--- src/rtl/shift_sub_divider_if.sv ---
// Handshake and operand/result bundle for the shift-subtract divider.
// master: drives start/dividend_in/divisor_in; slave: returns busy/done/quotient/remainder/div_by_zero.
interface shift_sub_divider_if #(
    parameter int WIDTH = 4
);
    logic             start;
    logic [WIDTH-1:0] dividend_in;
    logic [WIDTH-1:0] divisor_in;
    logic             busy;
    logic             done;
    logic [WIDTH-1:0] quotient;
    logic [WIDTH-1:0] remainder;
    logic             div_by_zero;

    modport master (
        output start, dividend_in, divisor_in,
        input  busy, done, quotient, remainder, div_by_zero
    );

    modport slave (
        input  start, dividend_in, divisor_in,
        output busy, done, quotient, remainder, div_by_zero
    );
endinterface

--- src/rtl/shift_sub_divider.sv ---
// Sequential restoring unsigned divider, one quotient bit per clock.
// Ports: clk, rst (async active-low), bus (slave: start/operands in, busy/done/results out).
module shift_sub_divider #(
    parameter int WIDTH = 4
) (
    input  logic                 clk,
    input  logic                 rst,
    shift_sub_divider_if.slave   bus
);
    localparam int CW = $clog2(WIDTH + 1);

    typedef enum logic [1:0] {
        IDLE,
        RUN,
        DONE
    } state_t;

    state_t          state;
    state_t          state_nx;
    logic [WIDTH:0]  a_q;
    logic [WIDTH-1:0] q_q;
    logic [WIDTH-1:0] m_q;
    logic [CW-1:0]   cnt;
    logic [WIDTH-1:0] quot_q;
    logic [WIDTH-1:0] rem_q;
    logic            dbz_q;

    logic            accept;
    logic            last;
    logic            fit;
    logic [WIDTH:0]  a_sh;
    logic [WIDTH:0]  t;
    logic [WIDTH:0]  a_nx;
    logic [WIDTH-1:0] q_nx;

    // DONE accepts a new start just like IDLE, so results can stream back to back.
    assign accept = (state != RUN) && bus.start;
    assign last   = (cnt == CW'(WIDTH - 1));

    // Trial subtraction: the top bit of t is the borrow, clear means the divisor fits.
    assign a_sh = {a_q[WIDTH-1:0], q_q[WIDTH-1]};
    assign t    = a_sh - {1'b0, m_q};
    assign fit  = ~t[WIDTH];
    assign a_nx = fit ? t : a_sh;
    assign q_nx = {q_q[WIDTH-2:0], fit};

    always_ff @(posedge clk or negedge rst) begin
        if (!rst) state <= IDLE;
        else      state <= state_nx;
    end

    always_comb begin
        state_nx = state;
        unique case (state)
            IDLE, DONE: begin
                if (bus.start)
                    state_nx = (bus.divisor_in == '0) ? DONE : RUN;
                else
                    state_nx = IDLE;
            end
            RUN:     state_nx = last ? DONE : RUN;
            default: state_nx = IDLE;
        endcase
    end

    always_comb begin
        bus.busy = (state == RUN);
        bus.done = (state == DONE);
    end

    always_ff @(posedge clk or negedge rst) begin
        if (!rst) begin
            a_q    <= '0;
            q_q    <= '0;
            m_q    <= '0;
            cnt    <= '0;
            quot_q <= '0;
            rem_q  <= '0;
            dbz_q  <= 1'b0;
        end else if (accept) begin
            a_q   <= '0;
            q_q   <= bus.dividend_in;
            m_q   <= bus.divisor_in;
            cnt   <= '0;
            dbz_q <= 1'b0;
            // Zero divisor completes immediately with a saturated quotient.
            if (bus.divisor_in == '0) begin
                quot_q <= '1;
                rem_q  <= bus.dividend_in;
                dbz_q  <= 1'b1;
            end
        end else if (state == RUN) begin
            a_q <= a_nx;
            q_q <= q_nx;
            cnt <= cnt + 1'b1;
            if (last) begin
                quot_q <= q_nx;
                rem_q  <= a_nx[WIDTH-1:0];
            end
        end
    end

    assign bus.quotient    = quot_q;
    assign bus.remainder   = rem_q;
    assign bus.div_by_zero = dbz_q;
endmodule

--- src/flat_wrapper.sv ---
// flat-port wrapper written by rule: the top's interface ports become plain ports
module shift_sub_divider_flat 
#(
    parameter int WIDTH = 4
)
  (clk, rst, bus_start, bus_dividend_in, bus_divisor_in, bus_busy, bus_done, bus_quotient, bus_remainder, bus_div_by_zero);
  shift_sub_divider_if #(.WIDTH(WIDTH)) bus_i ();
  input  logic clk;
  input  logic rst;
  input wire logic [$bits(bus_i.start)-1:0] bus_start;
  input wire logic [$bits(bus_i.dividend_in)-1:0] bus_dividend_in;
  input wire logic [$bits(bus_i.divisor_in)-1:0] bus_divisor_in;
  output wire logic [$bits(bus_i.busy)-1:0] bus_busy;
  output wire logic [$bits(bus_i.done)-1:0] bus_done;
  output wire logic [$bits(bus_i.quotient)-1:0] bus_quotient;
  output wire logic [$bits(bus_i.remainder)-1:0] bus_remainder;
  output wire logic [$bits(bus_i.div_by_zero)-1:0] bus_div_by_zero;
  assign bus_i.start = bus_start;
  assign bus_i.dividend_in = bus_dividend_in;
  assign bus_i.divisor_in = bus_divisor_in;
  assign bus_busy = bus_i.busy;
  assign bus_done = bus_i.done;
  assign bus_quotient = bus_i.quotient;
  assign bus_remainder = bus_i.remainder;
  assign bus_div_by_zero = bus_i.div_by_zero;
  shift_sub_divider #(.WIDTH(WIDTH)) u_core (.clk(clk), .rst(rst), .bus(bus_i));
endmodule
--- config.mk ---
export PLATFORM = sky130hd
export DESIGN_NAME = shift_sub_divider_flat
export DESIGN_NICKNAME = d
export VERILOG_FILES = /design/src/rtl/shift_sub_divider_if.sv /design/src/rtl/shift_sub_divider.sv /design/src/flat_wrapper.sv
export SDC_FILE = /design/constraint.sdc
export NUM_CORES = 1
export LEC_CHECK = 0
export CORE_ASPECT_RATIO = 0.7
export CORE_MARGIN = 3
export CORE_UTILIZATION = 47
export DETAILED_ROUTE_END_ITERATION = 8
export PLACE_DENSITY = 0.75
export SLEW_MARGIN = 20
export SYNTH_ARGS = -nofsm -noshare
export SYNTH_HDL_FRONTEND = slang
export SYNTH_SLANG_ARGS = --single-unit
export TNS_END_PERCENT = 5
--- constraint.sdc ---
create_clock -name clk -period 2.1 [get_ports clk]
set_clock_uncertainty 0.1 [all_clocks]
set_input_delay 0.525 -clock clk [delete_from_list [all_inputs] [get_ports clk]]
set_output_delay 0.525 -clock clk [all_outputs]
set_load 0.01 [all_outputs]
-- Word level (Yosys, flattened, before mapping)
Cells that the tools add are included.
Widths: inputs -> output; s select.
- output and inout bits: 11
- register bits: 26
- logic and storage cells: 43
- multiplexer cells: 20
- reduce and logical (&&, ||, !) cells: 7
- bitwise gates (word level): 1
- $add $sub $neg: 2
- equality and inequality tests: 5
- operators with widths (cell ; number):
    $mux 4 ; 13
    $mux 2 ; 3
    $mux 3 ; 2
    $sub 5x4->5 ; 1
    $logic_not 4->1 ; 1
    $pmux 2 s2 ; 1
    $reduce_bool 2->1 ; 2
    $add 3x1->3 const B ; 1
    $eq 3x2->1 const B ; 1
    $reduce_and 3->1 ; 1
    $eq 2x1->1 const B ; 1
    $eq 2x2->1 const B ; 1
    $logic_not 2->1 ; 1
    $ne 2x1->1 const B ; 1
    $ne 2x2->1 const B ; 1
    $reduce_or 2->1 ; 1
    $logic_and 1x1->1 ; 1
    $mux 1 ; 1
    $not 1->1 ; 1

-- Depth between registers and ports, before layout
Gate-level depths: netlist (run 1).
- depth after elaboration: 5
- depth in mapped cells: 8
- mapped depth without buffers: 8

-- Least setup slack after synthesis (run 1)
Ideal clock, no wire load.
- path type: register to register
- from: register u_core.q_q[3]
- to: register u_core.rem_q[2], in the netlist u_core.bus.remainder[2]
- cell stages (with the launch flop): 9
- setup slack: -38 ps
- arrival: 1906 ps
- clock period less this slack: 2138 ps
- required time: 1868 ps
- buffers on the path: 0
- cells stage by stage: dfrtp_1 > inv_1 > ha_1 > fa_1 > nand2b_2 > a21oi_4 > xor2_4 > mux2i_1 > a211oi_1
- word-level cells in the longest chain between the ends: 5
- RTL lines (item ; RTL line ; source):
    start: declaration ; shift_sub_divider.sv:21 ; logic [WIDTH-1:0] q_q;
    start signal: assignment ; shift_sub_divider.sv:82 ; q_q <= bus.dividend_in;
    start signal: assignment ; shift_sub_divider.sv:94 ; q_q <= q_nx;
    $sub 5x4->5 ; shift_sub_divider.sv:42 ; assign t = a_sh - {1'b0, m_q};
    $mux 4 ; shift_sub_divider.sv:44 ; assign a_nx = fit ? t : a_sh;
    $mux 4 ; shift_sub_divider.sv:96 ; if (last) begin
    $mux 4 ; shift_sub_divider.sv:92 ; end else if (state == RUN) begin
    $mux 4 ; shift_sub_divider.sv:80 ; end else if (accept) begin
    end signal: assignment ; shift_sub_divider.sv:89 ; rem_q <= bus.dividend_in;
    end signal: assignment ; shift_sub_divider.sv:98 ; rem_q <= a_nx[WIDTH-1:0];
    end: declaration ; shift_sub_divider.sv:25 ; logic [WIDTH-1:0] rem_q;
No other way between the ends. The select of a mux whose other input is x is not followed.
A chain may end at the register's enable or synchronous reset.

-- Worst setup path after layout (run 1)
- from: register u_core.q_q[3]
- to: register u_core.quot_q[0], in the netlist u_core.bus.quotient[0]
- word-level cells in the longest chain between the ends: 5
- RTL lines (item ; RTL line ; source):
    $sub 5x4->5 ; shift_sub_divider.sv:42 ;
    $not 1->1 ; shift_sub_divider.sv:43 ; assign fit = ~t[WIDTH];
    $mux 4 ; shift_sub_divider.sv:96 ;
    $mux 4 ; shift_sub_divider.sv:92 ;
    $mux 4 ; shift_sub_divider.sv:80 ;
    end signal: assignment ; shift_sub_divider.sv:97 ; quot_q <= q_nx;
    end: declaration ; shift_sub_divider.sv:24 ; logic [WIDTH-1:0] quot_q;
No other way between the ends. The select of a mux whose other input is x is not followed.

==> impl_metrics.env, run 1 <==
export IMPL_vias=1129
export IMPL_worstPathArrival_ns=2.25
export IMPL_overflow=0
export IMPL_drive_gt1_share_pct=20.3
export IMPL_r2r_cells=9
export IMPL_r2r_end="u_core.bus.quotient[0]"
export IMPL_die_y_um=51.0
export IMPL_clock_power_share_pct=9.1
export IMPL_crit_top_cell="buf_4"
export IMPL_r2r_slack_ns=-0.08
export IMPL_worst_pin_slew_ns=0.429
export IMPL_synth_nets=154
export IMPL_power_internal_mw=1.82
export IMPL_wl_per_cell_um=14.5
export IMPL_syn2layout_area_growth_pct=33.7
export IMPL_max_slew_margin_rel_pct=71.4
export IMPL_pwr_share_seq_pct=29.3
export IMPL_p_total_mw=3.02
export IMPL_worst_path_max_delay_cell="dfrtp_1"
export IMPL_synth_top_area_share_pct=47.8
export IMPL_setup_ws_ns=-0.0850
export IMPL_hold_viol=0
export IMPL_cts_tree="yes"
export IMPL_peakVddDrop_uv=842
export IMPL_ys_warn_count=0
export IMPL_root_buffer="clkbuf_8"
export IMPL_dp_hpwl_um=2250
export IMPL_fin_setup_tns_ns=-0.431
export IMPL_period_share_pct=104
export IMPL_yosysSeqAreaShare_pct=47.8
export IMPL_power_switching_mw=1.20
export IMPL_cp_start_kind="register"
export IMPL_ctsLongestPathBuffers=2
export IMPL_critPathTopFamily="adder cells"
export IMPL_pre_cts_ws_ns=-0.127
export IMPL_hold_path_startpoint="u_core.bus.div_by_zero"
export IMPL_hold_depth=2
export IMPL_path_cells="inv_1 > ha_2 > fa_2 > nand2b_4 > a21oi_4 > xor2_4 > buf_4 > buf_4 > o22a_2"
export IMPL_first_global_vias=1131
export IMPL_switching_share_pct=39.7
export IMPL_drv_cap=0
export IMPL_coreArea_sq_um=2610
export IMPL_clock_latency_ns=0.26
export IMPL_synth_largest_area_cell="dfrtp_1"
export IMPL_whs_endpoint="u_core.bus.div_by_zero"
export IMPL_portBuffers=21
export IMPL_ys_flop_type="dfrtp_1"
export IMPL_synth_most_common_cell="dfrtp_1"
export IMPL_period_needed_ns=2.18
export IMPL_io_pins=22
export IMPL_yosys_top_cells_area="dfrtp_1 (48%), nand2_1 (6.9%), ha_1 (5.5%), o21ai_0 (5.2%), mux2i_1 (4.4%)"
export IMPL_cts_buffers=3
export IMPL_status="finished, violations left"
export IMPL_vias_per_cell=5.35
export IMPL_ys_ff_latch=26
export IMPL_power_frac_comb_pct=61.6
export IMPL_synthTopCellsByCount="dfrtp_1 (26), nand2_1 (25), o21ai_0 (14)"
export IMPL_drc=0
export IMPL_ys_types=32
export IMPL_violations="setup timing"
export IMPL_avgSynthCellArea_sq_um=10.0
export IMPL_powerDensity_nw_per_um2=1660
export IMPL_htreeDepth=1
export IMPL_timing_rr_start="u_core.q_q[3]"
export IMPL_cts_sinks=26
export IMPL_hold_slack_ns=0.386
export IMPL_worstPathRequired_ns=2.16
export IMPL_slew_viol_final=0
export IMPL_fin_util_pct=69.7
export IMPL_cp_end_kind="register"
export IMPL_place_gp_congestion=0.800
export IMPL_routed_wirelength_um=3070
export IMPL_drt_initial_drc_count=73
export IMPL_path_class="register to register"
export IMPL_async_flop_share_pct=100
export IMPL_fmax_mhz=458
export IMPL_die_area_sq_um=3590
export IMPL_p_leak_nw=0.835
export IMPL_grt_start_max_net_pins=27
export IMPL_synth_edff_count=0
export IMPL_grt_setup_unrepaired="true"
export IMPL_path_clk_slew_ns=0.08
export IMPL_num_rows=15
export IMPL_grt_pass1_wl_um=5300
export IMPL_synthCells=136
export IMPL_syn_cell_area_sq_um=1360
export IMPL_antennaDiodeCount=0
export IMPL_ant_nets=0
export IMPL_min_path_type="register to register"
export IMPL_critPathMaxStageDelay_ns=0.36
export IMPL_final_nets=197
export IMPL_grtUsageTotal_pct=19.1
export IMPL_finalSetupViolations=10
export IMPL_dr_pass1_iters=4
export IMPL_crit_fanout=5
export IMPL_start_util_pct=52.1
export IMPL_crit_buf_inv=3
export IMPL_die_x_um=70.3
export IMPL_antenna_found_initial=0
## final cells by class
class	instances	area [sq um]
multi-input cells	96	659
flip-flops and latches	26	651
repair buffers	43	390
fillers	187	791
well taps	34	42.5
inverters	9	33.8
clock buffers	3	41.3
## tightest hold or removal path: stages (launching register included)
cell	delay, ns
dfrtp_1	0.35
nand2_1	0.05
nand2_1	0.05
## layer usage
metal / wire, um / part of all wire, % / up-vias / GRT usage, %
met5: 0 / 0 / - / 0
li1: - / - / 551 / -
met3: 165 / 5.4 / 2 / 5.30
met1: 1460 / 48 / 549 / 24.8
met2: 1430 / 47 / 27 / 31.8
met4: 12 / 0.39 / 0 / 4.46
## registers in the layout (all words and copies together), names as in the netlist
name	cells
u_core.bus.quotient	4
u_core.bus.remainder	4
u_core.cnt	3
u_core.state	2
u_core.q_q	4
u_core.a_q	4
u_core.m_q	4
u_core.bus.div_by_zero	1
## logic make-up (layout without fill, tap and decap cells)
logic type / count (synthesis) / count (layout) / share of synthesized area [%]
and+or+nand+nor: 50 / 50 / 17.8
muxes: 6 / 6 / 4.42
DFF: 26 / 26 / 47.8
adders and majority gates: 7 / 7 / 6.99
AOI/OAI and AO/OA: 30 / 30 / 14.5
buffers and inverters: 14 / 55 / 5.06
xor gates and xnor gates: 3 / 3 / 3.31
## what timing repair did
action / in CTS / in global routing
pin swaps: 3 / 2
resized for setup: 1 / 4
hold buffers: 0 / 0
endpoints found under the hold margin: 0 / 0
setup endpoints to repair: 9 / 11
buffers inserted: 4 / 1
## power groups by stage
stage	Clock [mW]	Sequential (mW)	Combinational, mW
floorplan	0	0.892	1.03
global placement	0	0.888	1.60
detailed placement	0	0.892	1.66
CTS	0.282	0.882	1.76
global route	0.311	0.920	2.05
finish	0.275	0.886	1.86
## per-stage QoR
stage,area (sq um),instances
after CTS,1800,210
after detailed placement,1730,203
after floorplan,1370,136
after global placement,1730,203
final,1820,211
after global routing,1820,211
## cells in the final DEF (no fill, tap or decap), types with 2 or more instances in the layout
cell type,n
dfrtp_1,26
nand2b_1,5
ha_1,5
a211oi_1,4
mux2i_1,5
clkbuf_8,3
a31oi_1,2
clkdlybuf4s50_1,20
nand2_1,25
buf_4,21
o22a_1,3
and4_2,2
a21oi_1,2
o21ai_0,13
nor3_1,2
inv_1,9
nand3_1,4
nor2_1,7
## how the worst max path moves through the flow
stage / from / endpoint / cells after the start
3_5_place_dp: u_core.m_q[0] / u_core.bus.remainder[2] / 7
4_1_cts: u_core.q_q[3] / u_core.bus.remainder[2] / 8
6_report: u_core.q_q[3] / u_core.bus.quotient[0] / 9
3_3_place_gp: u_core.m_q[0] / u_core.a_q[2] / 7
2_1_floorplan: u_core.q_q[3] / u_core.bus.remainder[2] / 8
5_1_grt: u_core.q_q[3] / u_core.bus.remainder[2] / 8
Note: power is estimated with default switching activity, not from simulation.
==> run 2: changes to the inputs <==
ABC_AREA = 1   (was unset)
CORE_UTILIZATION = 54   (was 47)
PLACE_DENSITY = 0.81   (was 0.75)
clock period = 2.8 ns   (was 2.1 ns; I/O delays follow)
==> impl_metrics.env, run 2 <==
export IMPL_drv_cap=0
export IMPL_synth_top_family_by_area="simple AND/OR/NAND/NOR gates"
export IMPL_cts_buffers=3
export IMPL_ys_flop_type="dfrtp_1"
export IMPL_hold_slack_ns=0.406
export IMPL_synth_simple_gate_area_share_pct=30.2
export IMPL_antennaDiodeCount=0
export IMPL_antenna_found_initial=0
export IMPL_p_leak_nw=0.871
export IMPL_syn_cell_area_sq_um=1420
export IMPL_ys_ff_latch=26
export IMPL_synthCells=171
export IMPL_peakVddDrop_uv=551
export IMPL_grt_setup_unrepaired="false"
export IMPL_die_area_sq_um=3290
export IMPL_synth_compound_area_share_pct=8.90
export IMPL_r2r_slack_ns=0.75
export IMPL_coreArea_sq_um=2310
export IMPL_cts_tree="yes"
export IMPL_path_class="register to primary output"
export IMPL_die_x_um=67.3
export IMPL_critPathMaxStageDelay_ns=0.58
export IMPL_drive_gt1_share_pct=9.18
export IMPL_p_total_mw=2.04
export IMPL_synth_most_common_cell="nand2_1"
export IMPL_fillCellCount=187
export IMPL_cp_start_kind="register"
export IMPL_synth_fa_ha_area_share_pct=6.70
export IMPL_synthTopCellsByCount="nand2_1 (43), dfrtp_1 (26), inv_1 (21)"
export IMPL_die_y_um=48.9
export IMPL_crit_fanout=6
export IMPL_synth_top_area_share_pct=45.8
export IMPL_critPathTopFamily="buffers and inverters"
export IMPL_fin_setup_tns_ns=0
export IMPL_max_slew_margin_rel_pct=78.3
export IMPL_ys_warn_count=0
export IMPL_syn2layout_area_growth_pct=21.9
export IMPL_async_flop_share_pct=100
export IMPL_worstPathRequired_ns=2.00
export IMPL_instances_no_fill=228
export IMPL_period_share_pct=83.1
export IMPL_clock_latency_ns=0.27
export IMPL_ys_types=25
export IMPL_grtUsageTotal_pct=19.8
export IMPL_wl_per_cell_um=12.5
export IMPL_vias=1212
export IMPL_first_global_vias=1143
export IMPL_hold_buffers=0
export IMPL_ant_nets=0
export IMPL_crit_buf_inv=2
export IMPL_grt_pass1_wl_um=5060
export IMPL_cts_sinks=26
export IMPL_path_cells="inv_2 > nor2_4 > clkdlybuf4s50_1"
export IMPL_final_cell_mix="nand2_1 (43), dfrtp_1 (26), inv_1 (21), clkdlybuf4s50_1 (21), nand3_1 (20)"
export IMPL_start_util_pct=61.4
export IMPL_synth_largest_area_cell="dfrtp_1"
export IMPL_placed_cells=224
export IMPL_final_nets=215
export IMPL_slew_viol_final=0
export IMPL_ctsLongestPathBuffers=2
export IMPL_num_rows=14
export IMPL_htreeDepth=1
export IMPL_worst_path_max_delay_cell="clkdlybuf4s50_1"
export IMPL_r2r_cells=11
export IMPL_yosysSeqAreaShare_pct=45.8
export IMPL_root_buffer="clkbuf_8"
export IMPL_synth_edff_count=0
export IMPL_worstPathArrival_ns=1.53
export IMPL_dpl_cell_area_sq_um=1680
export IMPL_yosys_top_cells_area="dfrtp_1 (46%), nand2_1 (11%), nand3_1 (7.0%), inv_1 (5.6%), ha_1 (5.3%)"
export IMPL_vias_per_cell=5.32
export IMPL_cp_end_kind="primary output"
export IMPL_path_clk_slew_ns=0.08
export IMPL_r2r_end="u_core.bus.remainder[0]"
export IMPL_powerDensity_nw_per_um2=1180
export IMPL_min_path_type="register to register"
export IMPL_fmax_mhz=430
export IMPL_overflow=0
export IMPL_crit_end="bus_busy"
export IMPL_fin_area_sq_um=1730
export IMPL_cts_resized=0
export IMPL_drt_initial_drc_count=82
export IMPL_timing_rr_start="u_core.q_q[3]"
export IMPL_drc=0
export IMPL_post_cts_buffers=0
export IMPL_synth_xor_xnor_area_share_pct=0.617
export IMPL_synth_nets=189
export IMPL_dr_pass1_iters=4
export IMPL_muxShareOfSynthArea_pct=0
export IMPL_io_pins=22
export IMPL_hold_viol=0
export IMPL_routed_wirelength_um=2860
export IMPL_final_common_cell="nand2_1"
export IMPL_portBuffers=21
export IMPL_status="complete, no violations"
export IMPL_avgSynthCellArea_sq_um=8.30
export IMPL_finalSetupViolations=0
export IMPL_grt_start_max_net_pins=27
export IMPL_place_gp_congestion=0.826
export IMPL_dp_hpwl_um=2310
export IMPL_cp_depth=3
export IMPL_period_needed_ns=2.33
export IMPL_worst_pin_slew_ns=0.326
export IMPL_crit_start="u_core.state[0]"
-- run 2: changes by cell type after synthesis, sizes merged, moves of 3 or more --
cell / change
a211oi: -5
a221o: +3
inv: +17
mux2i: -6
nand2: +20
nand2b: -6
nand3: +16
nor2: +13
o21ai: -5
o22a: -4
or2: +4
-- run 2: worst min-delay path by stage --
stage | endpoint | from | cells after the start
after floorplan | u_core.a_q[0] | rst | 0
after global placement | u_core.m_q[0] | u_core.m_q[0] | 2
after detailed placement | u_core.bus.div_by_zero | u_core.bus.div_by_zero | 2
after CTS | u_core.m_q[0] | u_core.m_q[0] | 2
after global routing | u_core.m_q[0] | u_core.m_q[0] | 2
final | u_core.cnt[0] | u_core.cnt[0] | 1
-- run 2: cells by family after synthesis --
| group | after synthesis |
|---|---|
| and+or+nand+nor | 89 |
| buffers and inverters | 28 |
| DFF | 26 |
| AOI/OAI and AO/OA | 20 |
| adders and majority gates | 7 |
| xor gates and xnor gates | 1 |
-- run 2: metal layers --
metal | global-route usage, % | wire length, um | vias up | share of wire (%)
li1 | - | - | 598 | -
met3 | 5.30 | 174 | 2 | 6.1
met4 | 3.70 | 19 | 0 | 0.66
met5 | 0 | 0 | - | 0
met1 | 29.0 | 1380 | 576 | 48
met2 | 29.7 | 1290 | 36 | 45
-- run 2: per-stage QoR --
stage / util, % / setup WS, ns
6_report: 74.8 / 0.472
5_1_grt: 74.8 / 0.398
4_1_cts: 74.8 / 0.464
3_5_place_dp: 72.5 / 0.514
3_3_place_gp: 72.5 / 0.570
2_1_floorplan: - / 1.05
-- run 2: layout make-up --
class | instances | area (sq um) | area share [%]
well taps | 32 | 40.0 | 2.31
repair buffers | 23 | 225 | 13.0
inverters | 26 | 100 | 5.78
clock buffers | 4 | 55.1 | 3.18
multi-input cells | 117 | 659 | 38.1
flip-flops and latches | 26 | 651 | 37.6
-- run 2: where the power goes --
| group | switching (mW) | internal [mW] | leakage [nW] | total (mW) |
|---|---|---|---|---|
| Combinational | 0.658 | 0.488 | 0.520 | 1.15 |
| Sequential | 0.116 | 0.547 | 0.322 | 0.663 |
| Clock | 0.110 | 0.126 | 0.0288 | 0.236 |
| Total | 0.885 | 1.16 | 0.871 | 2.04 |
